--- config.mk ---
export PLATFORM = sky130hd
export DESIGN_NAME = iterative_alu
export DESIGN_NICKNAME = d
export VERILOG_FILES = /design/src/rtl/iterative_alu.sv
export SDC_FILE = /design/constraint.sdc
export NUM_CORES = 1
export LEC_CHECK = 0
export BUFFER_PORTS_ARGS = -buffer_cell sky130_fd_sc_hd__buf_4
export CORE_MARGIN = 1.5
export CORE_UTILIZATION = 33
export DETAILED_ROUTE_END_ITERATION = 7
export GPL_TIMING_DRIVEN = 0
export PLACE_DENSITY = 0.59
export SLEW_MARGIN = 20
export SYNTH_ARGS = -nofsm -noshare
export SYNTH_HDL_FRONTEND = slang
export SYNTH_SLANG_ARGS = --single-unit
--- constraint.sdc ---
create_clock -name Clock -period 5.3 [get_ports Clock]
set_input_delay 0.265 -clock Clock [delete_from_list [all_inputs] [get_ports Clock]]
set_output_delay 0.265 -clock Clock [all_outputs]
set_load 0.01 [all_outputs]
--- src/rtl/iterative_alu.sv ---
// Iterative ALU: single-cycle 16-function ALU plus shift-add multiply and
// restoring divide, with a Start/Busy/Done handshake and registered results.
module iterative_alu #(
    parameter int WIDTH = 32
) (
    input  logic             Clock,
    input  logic             Reset,
    input  logic             Start,
    input  logic [1:0]       Mode,
    input  logic [4:0]       FunSel,
    input  logic             WF,
    input  logic [WIDTH-1:0] A,
    input  logic [WIDTH-1:0] B,
    output logic [WIDTH-1:0] ALUOut,
    output logic [WIDTH-1:0] HiOut,
    output logic [3:0]       FlagsOut,
    output logic             Busy,
    output logic             Done
);
    localparam int HALF = WIDTH / 2;
    localparam int CW   = $clog2(WIDTH);

    typedef enum logic {S_IDLE, S_ITER} state_t;

    state_t           state;
    logic [CW-1:0]    cnt;
    logic             is_div;
    logic             wf_r;
    logic [WIDTH-1:0] mcand;
    logic [WIDTH-1:0] p_hi;
    logic [WIDTH-1:0] p_lo;

    // FlagsOut = {Z, C, N, O}
    logic c_in;
    assign c_in = FlagsOut[2];

    function automatic logic top(input logic [WIDTH-1:0] x, input logic h);
        return h ? x[HALF-1] : x[WIDTH-1];
    endfunction

    // ---------------- single-cycle ALU ----------------
    logic             half;
    logic [3:0]       fn;
    logic [WIDTH-1:0] msk, top_bit, opa, opb, add_b;
    logic             add_c;
    logic [WIDTH:0]   sum;
    logic             sum_c, sum_o;
    logic [WIDTH-1:0] alu_res;
    logic             c_new, o_new;
    logic [3:0]       alu_flags;

    assign half    = ~FunSel[4];
    assign fn      = FunSel[3:0];
    assign msk     = half ? {{HALF{1'b0}}, {HALF{1'b1}}} : {WIDTH{1'b1}};
    assign top_bit = msk ^ (msk >> 1);
    assign opa     = A & msk;
    assign opb     = B & msk;
    assign add_b   = (fn == 4'h6) ? (~opb & msk) : opb;
    assign add_c   = (fn == 4'h6) ? 1'b1 : ((fn == 4'h5) ? c_in : 1'b0);
    assign sum     = {1'b0, opa} + {1'b0, add_b} + {{WIDTH{1'b0}}, add_c};
    assign sum_c   = half ? sum[HALF] : sum[WIDTH];
    assign sum_o   = (top(opa, half) == top(add_b, half)) &&
                     (top(sum[WIDTH-1:0], half) != top(opa, half));

    always_comb begin
        alu_res = '0;
        c_new   = FlagsOut[2];
        o_new   = FlagsOut[0];
        case (fn)
            4'h0: alu_res = opa;
            4'h1: alu_res = opb;
            4'h2: alu_res = ~opa & msk;
            4'h3: alu_res = ~opb & msk;
            4'h4, 4'h5, 4'h6: begin
                alu_res = sum[WIDTH-1:0] & msk;
                c_new   = sum_c;
                o_new   = sum_o;
            end
            4'h7: alu_res = opa & opb;
            4'h8: alu_res = opa | opb;
            4'h9: alu_res = opa ^ opb;
            4'hA: alu_res = ~(opa & opb) & msk;
            4'hB: begin
                alu_res = (opa << 1) & msk;
                c_new   = top(opa, half);
            end
            4'hC: begin
                alu_res = opa >> 1;
                c_new   = opa[0];
            end
            4'hD: begin
                alu_res = (opa >> 1) | (top(opa, half) ? top_bit : '0);
                c_new   = opa[0];
            end
            4'hE: begin
                alu_res = ((opa << 1) | {{(WIDTH-1){1'b0}}, c_in}) & msk;
                c_new   = top(opa, half);
            end
            4'hF: begin
                alu_res = (opa >> 1) | (c_in ? top_bit : '0);
                c_new   = opa[0];
            end
            default: alu_res = '0;
        endcase
    end

    assign alu_flags = {alu_res == '0, c_new, top(alu_res, half), o_new};

    // ---------------- one iteration of MUL / DIV ----------------
    // MUL: {p_hi,p_lo} holds partial product and remaining multiplier bits.
    // DIV: p_hi is the partial remainder, p_lo shifts dividend out / quotient in.
    logic [WIDTH:0]   mul_add;
    logic [WIDTH:0]   div_shift;
    logic [WIDTH-1:0] div_diff;
    logic             div_ge;
    logic [WIDTH-1:0] nx_hi, nx_lo;

    assign mul_add   = {1'b0, p_hi} + (p_lo[0] ? {1'b0, mcand} : '0);
    assign div_shift = {p_hi, p_lo[WIDTH-1]};
    assign div_ge    = div_shift >= {1'b0, mcand};
    assign div_diff  = div_shift[WIDTH-1:0] - mcand;

    always_comb begin
        if (is_div) begin
            nx_hi = div_ge ? div_diff : div_shift[WIDTH-1:0];
            nx_lo = {p_lo[WIDTH-2:0], div_ge};
        end else begin
            nx_hi = mul_add[WIDTH:1];
            nx_lo = {mul_add[0], p_lo[WIDTH-1:1]};
        end
    end

    // ---------------- control ----------------
    always_ff @(posedge Clock or negedge Reset) begin
        if (!Reset) begin
            state    <= S_IDLE;
            cnt      <= '0;
            is_div   <= 1'b0;
            wf_r     <= 1'b0;
            mcand    <= '0;
            p_hi     <= '0;
            p_lo     <= '0;
            ALUOut   <= '0;
            HiOut    <= '0;
            FlagsOut <= '0;
            Busy     <= 1'b0;
            Done     <= 1'b0;
        end else begin
            Done <= 1'b0;
            case (state)
                S_IDLE: if (Start) begin
                    if (Mode == 2'b01 || (Mode == 2'b10 && B != '0)) begin
                        state  <= S_ITER;
                        Busy   <= 1'b1;
                        cnt    <= '0;
                        is_div <= Mode[1];
                        wf_r   <= WF;
                        mcand  <= B;
                        p_hi   <= '0;
                        p_lo   <= A;
                    end else if (Mode == 2'b10) begin
                        // divide by zero: saturated quotient, dividend as remainder
                        ALUOut <= '1;
                        HiOut  <= A;
                        if (WF) FlagsOut[0] <= 1'b1;
                        Done   <= 1'b1;
                    end else begin
                        ALUOut <= alu_res;
                        HiOut  <= '0;
                        if (WF) FlagsOut <= alu_flags;
                        Done   <= 1'b1;
                    end
                end
                S_ITER: begin
                    p_hi <= nx_hi;
                    p_lo <= nx_lo;
                    cnt  <= cnt + 1'b1;
                    if (cnt == CW'(WIDTH-1)) begin
                        state  <= S_IDLE;
                        Busy   <= 1'b0;
                        Done   <= 1'b1;
                        ALUOut <= nx_lo;
                        HiOut  <= nx_hi;
                        if (wf_r) begin
                            if (is_div) begin
                                FlagsOut[3] <= (nx_lo == '0);
                                FlagsOut[0] <= 1'b0;
                            end else begin
                                FlagsOut[3] <= ({nx_hi, nx_lo} == '0);
                                FlagsOut[2] <= (nx_hi != '0);
                            end
                        end
                    end
                end
                default: state <= S_IDLE;
            endcase
        end
    end

endmodule
==> metrics.txt, run 1 <==
Setup Viol. Count Final 1; DRT Wirelength 103000 um; Die X 246 um; synthesized flop and latch total 174; nets@finish 2999; vias in the first global route 21900; largest net degree at the start of global routing 97; final hold slack 0.0904 ns; FF+latch area 4360 um^2; Pleak 10.0 nW; Fin. Hold Viols 0; Residual DRC 0; RePlAce Congestion 1.04; syn_nets 2832; post-synthesis cell count 2592; vias per cell 6.35; HPWL after DPL 81900 um; Max-slew headroom 23.3%; Area growth, synth to finish 14.9%; area of the multi-input gates 14100 um^2; Place WS -2.69 ns; Period Utilization, post-route 100%; vias post-DR 22500; Filler cells 6066; Initial Utilization 33.6%; EDFF count, synth 0; GRT overflow 0; violated checks setup timing; share of cells above drive strength 1 10.3%; Yosys top cell by area dfrtp_1; clock tree sinks 174; DP Cell Count 3501; share of the synthesized area in the top cell type 22.3%; global-route wire length before repair 148000 um; clk_skew 0.0116 ns; clock slew at reported path FFs 0.07 ns; post-route worst setup slack -0.00135 ns; CP required 5.68 ns; dpl cell area 21600 um^2; clock latency on the worst-skew pair 0.47 ns; initial drt markers 2575; power per cell area 655 nW/um^2; crit-path max FO 10; Top FF cell, synth dfrtp_1; router iterations before antenna repair 6; antenna-violating nets left 0; max-cap check violation count 0; Final Power 14.7 mW; I/O pins 145; outcome finished with violations; post-route insts no fill 3537; Synth async-reset ratio 100%; initial antenna violation count 0; clock root buffer clkbuf_16; drt wl/cell 29.2 um; Mapped Area 19500 um^2; CTS tree done; CP startpoint kind input port; H-tree depth 4; die area 60500 um^2; Non-Filler Cell Area, Final 22400 um^2; number of port buffers 141; critical path class in2reg; HP Class in2reg; total CTS buffers 17; row cnt 88; synth warn 0; Antenna Cells 0; post-synthesis sequential area ratio 22.3%; Setup Total Neg Slack -0.00135 ns; Core Region 58000 um^2; fin crit period 5.30 ns; syn_area_per_cell 7.52 um^2; Synth cell types 86; ranking of synthesized cells by area dfrtp_1 (22%), ha_1 (10%), nand2_1 (5.9%), o21ai_0 (5.9%), a21oi_1 (4.8%); total track usage 33.5%; fin util 38.6%; Slew Limit Fails 0; Fmax 189 MHz; CTS Buffer Depth 2; WP data arrival 5.68 ns; Chip Height 246 um; CP Capture Type flop; maximum vdd drop 0.278 mV; worst slew pin tran 1.15 ns
## cells by family after synthesis
| logic type | synth area share (%) |
|---|---|
| AO/OA/AOI/OAI | 31.7 |
| XOR/XNOR | 4.54 |
| adder cells (fa/ha/maj) | 10.7 |
| buffers and inverters | 6.36 |
| flip-flops | 22.3 |
| multiplexers | 3.68 |
| AND/OR/NAND/NOR | 20.6 |
## layout make-up
class	count	share of cell area, %
buffer	169	3.34
clock buffer	19	1.98
clock inverter	13	0.626
inverter	139	2.35
multi-input combinational	2107	62.8
sequential	174	19.4
tap	765	4.27
timing repair buffer	151	5.19
## what timing repair did
action / 4_1_cts / 5_1_grt
hold buffers: 1 / 0
pin swaps: 3 / 4
hold endpoints to repair: 78 / 0
endpoints found under the setup margin: 26 / 3
gates resized for setup: 35 / 24
buffers inserted: 5 / 1
## cell usage in the layout (no fill, tap or decap), types with 19 or more instances in the layout
master	synthesis	layout
a21boi_0	29	28
nand3_1	55	55
clkbuf_1	120	109
inv_1	138	137
a21o_1	60	60
o21a_1	25	25
buf_2	30	31
a22o_1	26	26
nand2_1	308	308
o21ai_0	231	228
ha_1	161	161
xor2_1	31	31
and2_1	59	59
o22ai_1	38	38
a211oi_1	46	42
a31oi_1	25	24
nor3_1	41	39
o221ai_1	27	27
nand4_1	28	28
dfrtp_1	174	173
xnor2_1	70	70
nor2_1	166	165
nor4_1	29	27
a21oi_1	186	186
a22oi_1	42	41
o31ai_1	19	19
nor2b_1	32	31
buf_4	3	153
o211ai_1	35	35
mux2i_1	66	66
and3_1	29	29
## path summary, 6_finish.rpt
check / start / to / slack (ns) / cells after the start
setup / recovery: FunSel[0] / FlagsOut[3] / -0.001 / 21
hold / removal: B[1] / mcand[1] / 0.09 / 3
setup reg to reg: p_hi[19] / HiOut[7] / 0.12 / 14
hold reg to reg: ALUOut[11] / ALUOut[11] / 0.48 / 2
max in group asynchronous: Reset / p_lo[30] / 3.99 / 3
min in group asynchronous: Reset / mcand[8] / 0.38 / 2
## worst max-delay path, stage by stage
cell and delay, ns:
buf_4 0.09, buf_2 0.24, nand2b_2 0.24, buf_4 0.26, nor2_4 0.07, buf_4 0.18, xnor2_1 0.50, ha_1 0.34
clkbuf_1 0.18, a21o_1 0.23, a211o_1 0.34, or3_1 0.35, a21oi_1 0.43, nor2_1 0.12, xnor2_1 0.15, o21ai_0 0.25
nor3_1 0.48, o2111ai_2 0.29, a2111oi_4 0.41, nor2_1 0.10, a21oi_1 0.15
## power breakdown
group / internal, mW / switching, mW / total, mW
clock network: 0.642 / 0.646 / 1.29
logic: 3.93 / 6.74 / 10.7
registers: 2.00 / 0.722 / 2.72
total: 6.57 / 8.11 / 14.7
## state kept, by name (all words and copies together), names as in the netlist, 4 cells and up
name and cells:
HiOut 32, ALUOut 32, mcand 32, p_lo 32, FlagsOut 4, p_hi 32
cnt 5
## per-layer routing
metal	global-route usage (%)	part of all wire [%]	vias up
met4	20.9	6.7	0
met2	53.5	45	1392
met1	42.2	39	10900
met5	0	0	-
li1	-	-	9892
met3	5.23	8.8	329
## synth_stat cells (55+ instances only)
master,instances
nor2_1,166
ha_1,161
a21o_1,60
inv_1,138
o21ai_0,231
xnor2_1,70
and2_1,59
mux2i_1,66
nand2_1,308
nand3_1,55
a21oi_1,186
clkbuf_1,120
dfrtp_1,174
No activity file was read; power rests on OpenSTA's default activity.
==> run 2: changes to the inputs <==
==> constraint.sdc (replaced) <==
create_clock -name Clock -period 5.7 [get_ports Clock]
set_input_delay 0.285 -clock Clock [delete_from_list [all_inputs] [get_ports Clock]]
set_output_delay 0.285 -clock Clock [all_outputs]
set_load 0.01 [all_outputs]
==> metrics.txt, run 2 (same netlist as run 1, synthesis figures left out) <==
crit path launch p_lo[0]; CP dominant cell by count o211ai_1; most frequent cells in the layout nand2_1 (308), o21ai_0 (230), a21oi_1 (186), dfrtp_1 (174), nor2_1 (165); crit-path max FO 10 (unchanged); initial drt markers 2493 (-3.2%); cell family with most CP delay simple AND/OR/NAND/NOR gates; vias per cell 6.37 (+0.25%); Die X 246 um (unchanged); CP peak stage delay 1.07 ns (+0.57 ns); CP required 6.09 ns (+0.41 ns); CP Capture Type flop; row cnt 88 (unchanged); initial antenna violation count 0 (unchanged); area of the multi-input gates 14000 um^2 (-0.33%); sw frac 55.2% (about the same); Filler cells 6074 (+0.13%); CTS tree done; worst slew pin tran 1.22 ns (+0.0715 ns); FF-to-FF Start p_lo[0]; Fmax 178 MHz; share of cells above drive strength 1 9.78% (-0.51 points); Period Utilization, post-route 98.4%; outcome completed; Area growth, synth to finish 14.6%; clock slew at reported path FFs 0.08 ns (about the same); Worst Hold Launch B[1]; Critical Path Slowest Stage Cell o311ai_0; GRT overflow 0 (unchanged); Chip Height 246 um (unchanged); Initial Utilization 33.6% (unchanged); maximum vdd drop 0.257 mV (-7.6%); most common cell after layout, fill and taps aside nand2_1; HP Class in2reg; H-tree depth 4 (unchanged); Max-slew headroom 17.8% (-5.5 points); clock latency on the worst-skew pair 0.46 ns (about the same); total CTS buffers 17 (unchanged); antenna-violating nets left 0 (unchanged); internal power 6.10 mW (-7.2%); max-cap check violation count 0 (unchanged); HPWL after DPL 81900 um (unchanged); Sw Pwr 7.53 mW (-7.2%); largest net degree at the start of global routing 97 (unchanged); clock share of power 8.8% (about the same); vias post-DR 22500 (+0.30%); total track usage 33.5% (about the same); Pleak 10.0 nW (-0.17%); clock root buffer clkbuf_16; drt wl/cell 29.1 um (-0.15%); WP data arrival 6.00 ns (+0.32 ns); fin util 38.5% (-0.12 points); final hold slack 0.110 ns (+0.0199 ns); critical path class reg2reg; clock tree sinks 174 (unchanged); die area 60500 um^2 (unchanged); number of port buffers 141 (unchanged); I/O pins 145 (unchanged); Slew Limit Fails 0 (unchanged); Core Region 58000 um^2 (unchanged); power per cell area 610 nW/um^2 (-6.9%); router iterations before antenna repair 8 (+2); DRT Wirelength 103000 um (about the same); fin crit period 5.61 ns; Residual DRC 0 (unchanged); CP Cell Sequence clkbuf_1 > and2_1 > ha_1 > nor2b_1 > o211ai_1 > a31oi_1 > nor4_1 > nor3_1 > nor2_1 > o211ai_1 > o311ai_0 > nor3b_1 > and3_1 > a21oi_1; Fin. Hold Viols 0 (unchanged); unrepaired setup endpoints after global routing false; CP startpoint kind flop; clk_skew 0.0135 ns (+0.00197 ns); FF+latch area 4350 um^2 (about the same); Setup Viol. Count Final 0 (-1); sequential share of power 18.5% (about the same); global-route wire length before repair 148000 um (about the same); vias in the first global route 21900 (-0.14%); Gate power share 72.7% (about the same); RePlAce Congestion 1.04 (unchanged); nets@finish 2999 (unchanged); CTS Buffer Depth 2 (unchanged); CP Buf/Inv Count 1 (-4)
run 2: layout make-up:
cell class	instances	share of cell area, %
Sequential cell	174	19.5
Clock inverter	13	0.628
Multi-Input combinational cell	2107	62.8
Tap cell	765	4.29
Inverter	139	2.34
Timing Repair Buffer	149	5.14
Clock buffer	19	1.98
Buffer	171	3.31
Antenna cell	2	0.0224
run 2: routing by layer:
metal | vias up | track usage, % | routed length, um
met4 | 0 | 20.8 | 7170
met5 | - | 0 | 0
met1 | 11000 | 42.1 | 41000
met2 | 1319 | 53.6 | 46300
li1 | 9913 | - | -
met3 | 346 | 5.39 | 8600
run 2: power by group through the flow:
| stage | clock (mW) | combinational [mW] | sequential, mW |
|---|---|---|---|
| after global routing | 1.26 | 10.6 | 2.57 |
| after detailed placement | 0 | 9.58 | 2.52 |
| after global placement | 0 | 9.50 | 2.50 |
| after floorplan | 0 | 6.28 | 2.34 |
| after CTS | 1.21 | 9.64 | 2.50 |
| final | 1.20 | 9.90 | 2.52 |
run 2: final timing paths:
kind,cells past startpoint,endpoint,slack [ns]
worst max-delay path,14,FlagsOut[2],0.09
worst min-delay path,3,mcand[1],0.11
worst max register to register,14,FlagsOut[2],0.09
worst min register to register,2,HiOut[16],0.49
max in group asynchronous,3,p_lo[30],4.36
min in group asynchronous,2,mcand[8],0.40
run 2: repair_timing:
action	in CTS	in global routing
buffers inserted	2	2
pin swaps	1	2
setup endpoints to repair	15	1
gates resized for setup	23	9
hold buffers	1	0
endpoints found under the hold margin	78	0
run 2: stage by stage:
step	area [um^2]	instances	setup slack, ns	setup TNS, ns	power (mW)
CTS	22300	3535	0.0115	0	13.4
global route	22300	3537	0.00386	0	14.4
detailed placement	21600	3501	-2.31	-18.09	12.1
floorplan	19500	2592	0.569	0	8.63
finish	22300	3539	0.0897	0	13.6
global placement	21500	3498	-2.26	-17.46	12.0
run 2: tightest hold or removal path, delay by kind of cell:
kind            cells  cell delay [ns]
simple gates        1             0.05
buf+inv             1             0.13
compound gates      1             0.06
